### src/rtl/reg32_serializer_pkg.sv
// reg32_serializer_pkg
// Shared definitions for the word serializer and its bit-rate divider:
//   - state_t : FSM state encoding (IDLE / SHIFT / DONE)
//   - clog2   : ceiling log2, usable in constant expressions
//   - cnt_w   : counter width for a modulus n (never less than 1 bit)
package reg32_serializer_pkg;

  typedef enum logic [1:0] {
    IDLE  = 2'b00,
    SHIFT = 2'b01,
    DONE  = 2'b10
  } state_t;

  function automatic int clog2(input int n);
    int r;
    r = 0;
    for (int i = 0; i < 31; i++) begin
      if ((1 << i) < n) r = i + 1;
    end
    return r;
  endfunction

  function automatic int cnt_w(input int n);
    return (clog2(n) < 1) ? 1 : clog2(n);
  endfunction

endpackage

### src/rtl/reg32_serializer_bit_tick_gen.sv
// reg32_serializer_bit_tick_gen
// Bit-period divider: while run is high it counts 0..DIV-1 and raises tick
// on the last clock of every period. The count is held at 0 whenever run is
// low, so each new frame starts on a full bit period. Shared with the
// matching deserializer.
// Ports:
//   clk   in  1  system clock, rising edge
//   clear in  1  asynchronous active-high reset
//   run   in  1  enable; count is forced to 0 while low
//   tick  out 1  high on the last clock of each DIV-clock period
module reg32_serializer_bit_tick_gen
  import reg32_serializer_pkg::*;
#(
  parameter int DIV = 4
) (
  input  logic clk,
  input  logic clear,
  input  logic run,
  output logic tick
);

  localparam int            CW   = cnt_w(DIV);
  localparam logic [CW-1:0] LAST = CW'(DIV - 1);

  logic [CW-1:0] r_cnt;

  // Terminal value always returns to 0, so the counter never wraps through
  // unused codes when DIV is not a power of two.
  always_ff @(posedge clk or posedge clear) begin
    if (clear) begin
      r_cnt <= '0;
    end else if (!run || (r_cnt == LAST)) begin
      r_cnt <= '0;
    end else begin
      r_cnt <= r_cnt + 1'b1;
    end
  end

  // run comes from registered state in the parent, so tick is register-decoded.
  assign tick = run && (r_cnt == LAST);

endmodule

### src/rtl/reg32_serializer.sv
// reg32_serializer
// Captures a WIDTH-bit word on load (only while ready) and shifts it out
// MSB first, each bit held for DIV clocks. bit_tick marks the sampling clock
// of each bit and done pulses for one cycle after the last bit.
// All outputs are decoded from registers; nothing from load/D reaches an
// output combinationally.
// Ports:
//   clk      in  1      system clock, rising edge
//   clear    in  1      asynchronous active-high reset, aborts any transfer
//   load     in  1      capture request, honoured only while ready
//   D        in  WIDTH  word to transmit
//   ready    out 1      idle, a load is accepted this cycle
//   sdata    out 1      current serial bit, 0 when not shifting
//   svalid   out 1      a bit is being presented
//   bit_tick out 1      last clock of the current bit
//   done     out 1      one-cycle pulse after the final bit
module reg32_serializer
  import reg32_serializer_pkg::*;
#(
  parameter int WIDTH = 32,
  parameter int DIV   = 4
) (
  input  logic             clk,
  input  logic             clear,
  input  logic             load,
  input  logic [WIDTH-1:0] D,
  output logic             ready,
  output logic             sdata,
  output logic             svalid,
  output logic             bit_tick,
  output logic             done
);

  localparam int            BW       = clog2(WIDTH);
  localparam logic [BW-1:0] LAST_BIT = BW'(WIDTH - 1);

  state_t           r_state;
  logic [WIDTH-1:0] r_shreg;
  logic [BW-1:0]    r_bit_cnt;

  logic w_run;
  logic w_tick;

  assign w_run = (r_state == SHIFT);

  reg32_serializer_bit_tick_gen #(
    .DIV (DIV)
  ) u_bit_tick_gen (
    .clk   (clk),
    .clear (clear),
    .run   (w_run),
    .tick  (w_tick)
  );

  // Loads outside IDLE are simply not looked at, so a busy frame can never be
  // disturbed. bit_cnt holds at its terminal value in DONE and is re-zeroed
  // on the next accepted load rather than wrapping.
  always_ff @(posedge clk or posedge clear) begin
    if (clear) begin
      r_state   <= IDLE;
      r_shreg   <= '0;
      r_bit_cnt <= '0;
    end else begin
      unique case (r_state)
        IDLE: begin
          if (load) begin
            r_shreg   <= D;
            r_bit_cnt <= '0;
            r_state   <= SHIFT;
          end
        end
        SHIFT: begin
          if (w_tick) begin
            r_shreg <= {r_shreg[WIDTH-2:0], 1'b0};
            if (r_bit_cnt == LAST_BIT) begin
              r_state <= DONE;
            end else begin
              r_bit_cnt <= r_bit_cnt + 1'b1;
            end
          end
        end
        DONE: begin
          r_state <= IDLE;
        end
        default: begin
          r_state <= IDLE;
        end
      endcase
    end
  end

  assign ready    = (r_state == IDLE);
  assign svalid   = w_run;
  assign sdata    = w_run & r_shreg[WIDTH-1];
  assign bit_tick = w_tick;
  assign done     = (r_state == DONE);

endmodule

### config.mk
export PLATFORM = sky130hd
export DESIGN_NAME = reg32_serializer
export DESIGN_NICKNAME = d
export VERILOG_FILES = /design/src/rtl/reg32_serializer_pkg.sv /design/src/rtl/reg32_serializer_bit_tick_gen.sv /design/src/rtl/reg32_serializer.sv
export SDC_FILE = /design/constraint.sdc
export NUM_CORES = 1
export LEC_CHECK = 0
export CAP_MARGIN = 25
export CORE_MARGIN = 2
export CORE_UTILIZATION = 53
export CTS_BUF_LIST = sky130_fd_sc_hd__clkbuf_4 sky130_fd_sc_hd__clkbuf_8
export DETAILED_ROUTE_END_ITERATION = 6
export PLACE_DENSITY = 0.82
export SLEW_MARGIN = 30
export SYNTH_ARGS = -nofsm -noshare
export SYNTH_HDL_FRONTEND = slang
export SYNTH_SLANG_ARGS = --single-unit
### constraint.sdc
create_clock -name clk -period 2.3 [get_ports clk]
set_clock_uncertainty 0.05 [all_clocks]
set_input_delay 0.46 -clock clk [delete_from_list [all_inputs] [get_ports clk]]
set_output_delay 0.46 -clock clk [all_outputs]
set_load 0.005 [all_outputs]
# Word level (Yosys, flattened, before mapping)
# Index checks and enable logic that the tools add are counted.
[totals] reg_bits=41 output_inout_bits=5 wordCells=35
[classes] n_addsub=2 eq_ne=8 n_mux=12 bitwise_logic=1 reduce_logical=8
[op_table] op="$mux 32" n=2
[op_table] op="$pmux 32 s2" n=1
[op_table] op="$mux 5" n=3
[op_table] op="$pmux 5 s2" n=1
[op_table] op="$mux 2" n=4
[op_table] op="$ne 2x2->1 const B" n=4
[op_table] op="$reduce_and 3->1" n=2
[op_table] op="$add 5x1->5 const B" n=1
[op_table] op="$eq 5x5->1 const B" n=1
[op_table] op="$eq 2x2->1 const B" n=2
[op_table] op="$pmux 2 s2" n=1
[op_table] op="$reduce_and 4->1" n=1
[op_table] op="$add 2x1->2 const B" n=1
[op_table] op="$eq 2x1->1 const B" n=1
[op_table] op="$logic_not 2->1" n=1
[op_table] op="$reduce_bool 2->1" n=1
[op_table] op="$and 1x1->1" n=1
[op_table] op="$logic_and 1x1->1" n=1
[op_table] op="$logic_not 1->1" n=1
[op_table] op="$logic_or 1x1->1" n=1

# Logic depth before layout (Yosys ltp)
# Gate-level depths: netlist of the first run.
[depth] depth_word=4 ltp_mapped=6 ltp_nobuf=6

# Hierarchy
# Synthesis of the first run repeated with hierarchy kept, for this count alone.
[hier_totals] hier_cells=153 area_unflattened_um2=2316.0
[modules_own_cells] mod="reg32_serializer" instances=1 cells_per_inst=146 area_per_inst_um2=2220.9 seq_area_each_um2=975.9
[modules_own_cells] mod="reg32_serializer_bit_tick_gen" instances=1 cells_per_inst=7 area_per_inst_um2=95.1 seq_area_each_um2=50.0

# Worst setup path after synthesis of the first run
# Ideal clock, no wire load.
[synth_timing] kind="flip-flop to flip-flop" from="reg r_bit_cnt[0]" to="reg r_bit_cnt[2]" setup_ns=0.126 arrival_time_ns=1.740 t_required_ns=2.124 path_slack_ns=0.384 stages_incl_launch_ff=7 n_path_buf=0 synth_period_minus_slack_ns=1.916 path_cell_list="dfrtp_1 > ha_1 > and3_1 > ha_1 > nand3b_1 > a21o_1 > a221o_1"
[synth_via] elab_chain_cells=4 word_cells_on_any_way=7
[synth_lines] item="from (decl)" line="reg32_serializer.sv:39" rtl="logic [BW-1:0] r_bit_cnt;"
[synth_lines] item="from (signal assigned)" line="reg32_serializer.sv:78" rtl="r_bit_cnt <= r_bit_cnt + 1'b1;"
[synth_lines] item="$add 5x1->5" line="reg32_serializer.sv:78"
[synth_lines] item="$mux 5" line="reg32_serializer.sv:75" rtl="if (r_bit_cnt == LAST_BIT) begin"
[synth_lines] item="$mux 5" line="reg32_serializer.sv:73" rtl="if (w_tick) begin"
[synth_lines] item="$pmux 5 s2" line="reg32_serializer.sv:64" rtl="unique case (r_state)"
# Parallel ways exist; a longest one is shown, timed or not. The select of a mux whose other input is x is not followed.
# A chain may end at the register's enable or synchronous reset.

# Worst setup path after layout of the first run
[layout_timing] from="reg r_state[1]" to="out bit_tick"
[layout_via] elab_chain_cells=2
[layout_lines] item="from (decl)" line="reg32_serializer.sv:37" rtl="state_t r_state;"
[layout_lines] item="from (signal assigned)" line="reg32_serializer.sv:60" rtl="r_state <= IDLE;"
[layout_lines] item="from (signal assigned)" line="reg32_serializer.sv:69" rtl="r_state <= SHIFT;"
[layout_lines] item="from (signal assigned)" line="reg32_serializer.sv:76" rtl="r_state <= DONE;"
[layout_lines] item="$eq 2x1->1" line="reg32_serializer.sv:44" rtl="assign w_run = (r_state == SHIFT);"
[layout_lines] item="$logic_and 1x1->1" line="reg32_serializer_bit_tick_gen.sv:40" rtl="assign tick = run && (r_cnt == LAST);"
[layout_lines] item="to (decl)" line="reg32_serializer.sv:30" rtl="output logic bit_tick,"
# No other way between the ends.

==> results of run 1 <==
[report_power, final]
group          total (W)  internal [W]  switching [W]
Sequential      0.000729      0.000726     0.00000283
Clock           0.000475      0.000250       0.000225
Combinational  0.0000843     0.0000594      0.0000249
[layout by cell type (no fill, tap or decap), types with 2 or more instances in the layout]
master / netlist / routed
mux2_2: 60 / 60
and2_1: 2 / 2
a21oi_1: 4 / 3
clkbuf_8: 0 / 6
nand2_1: 5 / 5
o211ai_1: 2 / 2
nand3_1: 2 / 2
clkdlybuf4s50_1: 0 / 39
dfrtp_1: 41 / 40
inv_1: 6 / 6
ha_1: 3 / 3
buf_4: 1 / 10
mux2i_1: 2 / 2
and3_1: 2 / 2
nor2b_1: 3 / 3
mux2_1: 2 / 2
[cell families after synthesis]
logic type | synth area share (%)
mux | 35.1
simple gates | 6.00
flops | 50.2
buf+inv | 3.55
compound gates | 3.30
fa+ha+maj | 1.84
[synthesized netlist by cell type]
cell type / count
mux2i_1: 2
nand2b_1: 2
buf_4: 1
buf_6: 1
and3_1: 2
nor2_1: 1
dfrtp_1: 41
buf_2: 5
mux2_2: 60
a21oi_1: 4
o211ai_1: 2
nor2b_1: 3
inv_1: 6
and2_1: 2
a21o_1: 1
mux2_1: 2
a32o_1: 1
a221o_1: 1
nor3_1: 1
or4_1: 1
ha_1: 3
nand2_1: 5
nor3b_1: 1
nand3_1: 2
nor4_1: 1
inv_4: 1
o21ai_0: 1
nand3b_1: 1
[sequential cells by signal (all words and copies together), names as in the netlist]
register	count
r_state	2
r_bit_cnt	5
u_bit_tick_gen.r_cnt	2
r_shreg	32
[final cells by class]
cell class / instances / share of cell area [%]
sequential: 41 / 38.7
multi-input combinational: 99 / 36.2
timing repair buffer: 50 / 18.3
clock buffer: 7 / 3.39
tap: 48 / 2.26
inverter: 7 / 1.18
[worst paths after layout]
check	start	end	slack, ns	cells after the start
max	r_state[1]$_DFFE_PP0P_	bit_tick	0.08	4
min	u_bit_tick_gen.r_cnt[0]$_DFF_PP0_	u_bit_tick_gen.r_cnt[0]$_DFF_PP0_	0.40	1
max reg2reg	r_bit_cnt[0]$_DFFE_PP0P_	r_bit_cnt[2]$_DFFE_PP0P_	0.19	6
min reg2reg	u_bit_tick_gen.r_cnt[0]$_DFF_PP0_	u_bit_tick_gen.r_cnt[0]$_DFF_PP0_	0.40	1
max in group asynchronous	clear	r_state[1]$_DFFE_PP0P_	1.27	3
min in group asynchronous	clear	r_shreg[13]$_DFFE_PP0P_	0.54	3
[per-layer routing]
metal  global-route usage (%)  vias to the layer above
li1                         -                      647
met1                     22.8                      670
met2                     34.6                       28
met3                     6.47                        6
met4                     6.12                        0
met5                        0                        -
[stage by stage]
step	instances	setup slack, ns
floorplan	154	0.384
global placement	239	0.257
detailed placement	239	0.217
CTS	246	0.0132
global route	252	0.00597
finish	252	0.0790
[what timing repair did]
action / CTS / global route
cloned: 0 / 0
setup endpoints to repair: 2 / 2
gates resized for setup: 1 / 2
buffers inserted: 0 / 6
hold buffers: 0 / 0
pin swaps: 0 / 0
[critical path: cells and delay by family (launching register included)]
family / cells / cell delay [ns]
flops: 1 / 0.47
simple gates: 2 / 0.36
buf+inv: 2 / 0.59
==> results.ini, run 1 <==
[status]
outcome=complete, no violations

[clock_tree]
clockBufferDepth=2
clkSlewWorstSetupHoldPaths_ns=0.07
clock-root-buffer=clkbuf_8
clk_latency_ns=0.29
htreeDepth=2
cts.sink_count=41
cts_buffers=5
cts_tree=yes

[global_routing]
antenna_found_initial=0
overflow=0
grt_pass1_vias=1425
grt_pass1_wl_mm=6.38
grt_max_degree=42
gr-usage-all-layers_pct=19.8

[cells_and_area]
regArea_mm2=0.00103
final_nets=242
utilization_pct=71.9
fill_cells=266
design_area_mm2=0.00265
drive_gt1_share_pct=40.2
n_antenna_cell=0
area_delta_synth_final_pct=29.8
multi_input_area_um2=960

[flow_run]
cap_violations=0

[setup_path]
criticalPathCategory=flop to output port
worst_path_max_delay_cell=clkdlybuf4s50_1
worst_setup_path_end_kind=output port
critPathMaxStageDelay_ns=0.50
cp.arrival_ns=1.71
required_ns=1.79
crit_fanout=9
start_kind=flop
crit_chain=nand2b_2 -> clkinv_4 -> and2_1 -> clkdlybuf4s50_1

[pwr]
finalPower_w=0.00129
p_per_area_mw_per_mm2=485
p_leak_nw=1.24
irDropWorstVdd_mv=0.341

[yosys]
syn_area_mm2=0.00204
yosys-top-cells-area=dfrtp_1 50%, mux2_2 33%, ha_1 1.8%
ys.warnings.count=0
postSynthAreaPerCell_um2=13.3
synth_cells=154
ys_seq_elements=41
netlist.area_leader.share_pct=50.2
synth_top_cell_by_area=dfrtp_1
synth_cell_types=28
yosysSeqAreaShare_pct=50.2
synth_nets=192

[timing]
hold_violations=0
worst_slew_pin_slew_ns=0.512
rsz0062_at_grt=no
relSlewSlack_pct=65.9
setup_viol=0
finalCriticalPeriod_ns=2.22
tns_ns=0
timing.fmax_mhz=450
hold_ws_ns=0.401
finalCritPeriodShare_pct=96.6
drv_slew=0

[die]
core-area_mm2=0.00369
initial_core_util_pct=55.4
die-area_mm2=0.00437
die_y_um=66.1
die_w_um=66.1
rows=22
ios=40

[drt]
routed_wl_mm=3.86
wl_per_cell_um=15.3
m1WireLength_mm=1.64
met3WireLength_um=191
num_vias=1351
drtIter0Drc=48
wl_met2_mm=1.99
antenna_left=0
maxUsedRoutingLayer=met4
via_per_inst=5.36
drc=0
drt_pass1_iterations=4

[placed_design]
placed_area_mm2=0.00251
gp_congestion=0.813
dpl.hpwl_mm=2.70
io_buffers=39

[hold_path]
hp-class=flop to flop

No activity file was read; power rests on OpenSTA's default activity.
==> inputs of run 2 (changes only) <==
CELL_PAD_IN_SITES_DETAIL_PLACEMENT = 1   (was unset)
CELL_PAD_IN_SITES_GLOBAL_PLACEMENT = 2   (was unset)
CORE_MARGIN = unset   (was 2)
CORE_UTILIZATION = 36   (was 53)
PLACE_DENSITY = unset   (was 0.82)
PLACE_DENSITY_LB_ADDON = 0.1   (was unset)
==> run 2 against run 1 <==
Effect of this change: hold slack better by 0.0023 ns; sequential share of layout area down 0.52 points; critical path depth unchanged; via count is 2.4% lower; final cell count up 7.5%; clock power rose by 43%; non-clock buffer count decreased by 6; total power up 16%; cell area is 1.4% higher; flip-flop and latch count is the same; largest cell class unchanged; setup slack better by 0.071 ns; combinational power increased by 4.5%.
==> results.ini, run 2 (same netlist as run 1, synthesis figures left out) <==
[status]
outcome=complete, no violations

[timing]
worst_slew_pin_slew_ns=0.715
hold_ws_ns=0.403
drv_slew=0
timing.fmax_mhz=465
setup_viol=0
rsz0062_at_grt=no
tns_ns=0
relSlewSlack_pct=52.1
hold_violations=0
finalCriticalPeriod_ns=2.15
finalCritPeriodShare_pct=93.5

[drt]
met3WireLength_um=193
drc=0
via_per_inst=4.87
wl_per_cell_um=14.5
antenna_left=0
drt_pass1_iterations=2
m1WireLength_mm=1.71
wl_met2_mm=1.97
maxUsedRoutingLayer=met4
routed_wl_mm=3.92
num_vias=1319
drtIter0Drc=43

[clock_tree]
cts_tree=yes
cts_buffers=5
clk_latency_ns=0.29
cts.sink_count=41
clkSlewWorstSetupHoldPaths_ns=0.08
htreeDepth=2
clock-root-buffer=clkbuf_8
clockBufferDepth=2

[setup_path]
critPathMaxStageDelay_ns=0.49
worst_path_max_delay_cell=clkdlybuf4s50_1
worst_setup_path_end_kind=output port
required_ns=1.79
start_kind=flop
criticalPathCategory=flop to output port
crit_chain=nand2b_1 -> inv_4 -> and2_1 -> clkdlybuf4s50_1
cp.arrival_ns=1.64
cp_top_family=buffers and inverters
crit_fanout=12
crit_buf_inv=2

[die]
ios=40
core-area_mm2=0.00551
die_y_um=77.4
initial_core_util_pct=37.1
die_w_um=77.4
rows=27
die-area_mm2=0.00598

[global_routing]
grt_max_degree=33
overflow=0
gr-usage-all-layers_pct=15.1
antenna_found_initial=0
grt_pass1_wl_mm=7.09
grt_pass1_vias=1473

[pwr]
p_comb_share_pct=5.9
p_sw_w=0.000276
power_frac_seq_pct=48.7
irDropWorstVdd_mv=0.254
p_leak_nw=1.24
power.internal_w=0.00122
clockPowerShare_pct=45.4
p_per_area_mw_per_mm2=555
netSwitchingFraction_pct=18.4

[cells_and_area]
drive_gt1_share_pct=38.2
layout_common_cells=60 x mux2_2, 40 x dfrtp_1, 39 x clkdlybuf4s50_1
n_antenna_cell=0
final_nets=236
final_common_cell=mux2_2
top_regs=r_shreg: 32 flops, r_bit_cnt: 5 flops
design_area_mm2=0.00269
largest_reg_flops=32
area_delta_synth_final_pct=31.6
top_register=r_shreg

[hold_path]
hp-class=flop to flop

[placed_design]
gp_congestion=0.762
dpl.hpwl_mm=2.82
io_buffers=39
placed_area_mm2=0.00255

[flow_run]
cap_violations=0

## run 2: timing repair
item / 4_1_cts / 5_1_grt
buffers inserted: 0 / 0
endpoints found under the hold margin: 0 / 0
resized for setup: 0 / 1
endpoints found under the setup margin: 0 / 2
hold buffers: 0 / 0
## run 2: cell type report
cell class / instances / area, µm²
inverter: 7 / 28.8
multi-input combinational: 99 / 957
clock buffer: 5 / 68.8
timing repair buffer: 44 / 453
sequential: 41 / 1030
fill: 581 / 2820
tap: 72 / 90.1
clock inverter: 3 / 65.1
## run 2: metrics by stage
step                worst slack, ns  cells  power [W]  util (%)
CTS                          0.0383    271    0.00152      48.8
finish                        0.150    271    0.00149      48.9
global route                 0.0369    271    0.00156      48.9
floorplan                     0.384    154   0.000763         -
detailed placement            0.197    263   0.000832      46.4
global placement              0.213    263   0.000829      46.4
## run 2: layer usage
| layer | vias up | global-route usage (%) |
|---|---|---|
| li1 | 632 | - |
| met1 | 654 | 19.2 |
| met2 | 28 | 25.4 |
| met3 | 5 | 3.76 |
| met4 | 0 | 4.53 |
| met5 | - | 0 |
## run 2: power by group through the flow
| stage | sequential [W] | clock, W | combinational, W |
|---|---|---|---|
| 6_report | 0.000728 | 0.000678 | 0.0000881 |
| 3_3_place_gp | 0.000742 | 0 | 0.0000873 |
| 2_1_floorplan | 0.000742 | 0 | 0.0000210 |
| 4_1_cts | 0.000728 | 0.000704 | 0.0000908 |
| 3_5_place_dp | 0.000742 | 0 | 0.0000900 |
| 5_1_grt | 0.000729 | 0.000734 | 0.0000967 |
## run 2: final timing paths
path | slack (ns) | depth (start not counted) | end | startpoint
max | 0.15 | 4 | sdata | r_state[0]$_DFFE_PP0P_
min | 0.40 | 1 | u_bit_tick_gen.r_cnt[0]$_DFF_PP0_ | u_bit_tick_gen.r_cnt[0]$_DFF_PP0_
max reg2reg | 0.21 | 6 | r_bit_cnt[2]$_DFFE_PP0P_ | r_bit_cnt[0]$_DFFE_PP0P_
min reg2reg | 0.40 | 1 | u_bit_tick_gen.r_cnt[0]$_DFF_PP0_ | u_bit_tick_gen.r_cnt[0]$_DFF_PP0_
max in group asynchronous | 1.23 | 3 | r_state[1]$_DFFE_PP0P_ | clear
min in group asynchronous | 0.46 | 2 | u_bit_tick_gen.r_cnt[1]$_DFF_PP0_ | clear
==> inputs of run 3 (changes only) <==
CAP_MARGIN = 5   (was 25)
==> results of run 3 <==
Same layout as run 2: the final DEF is identical, and so are final timing and power.
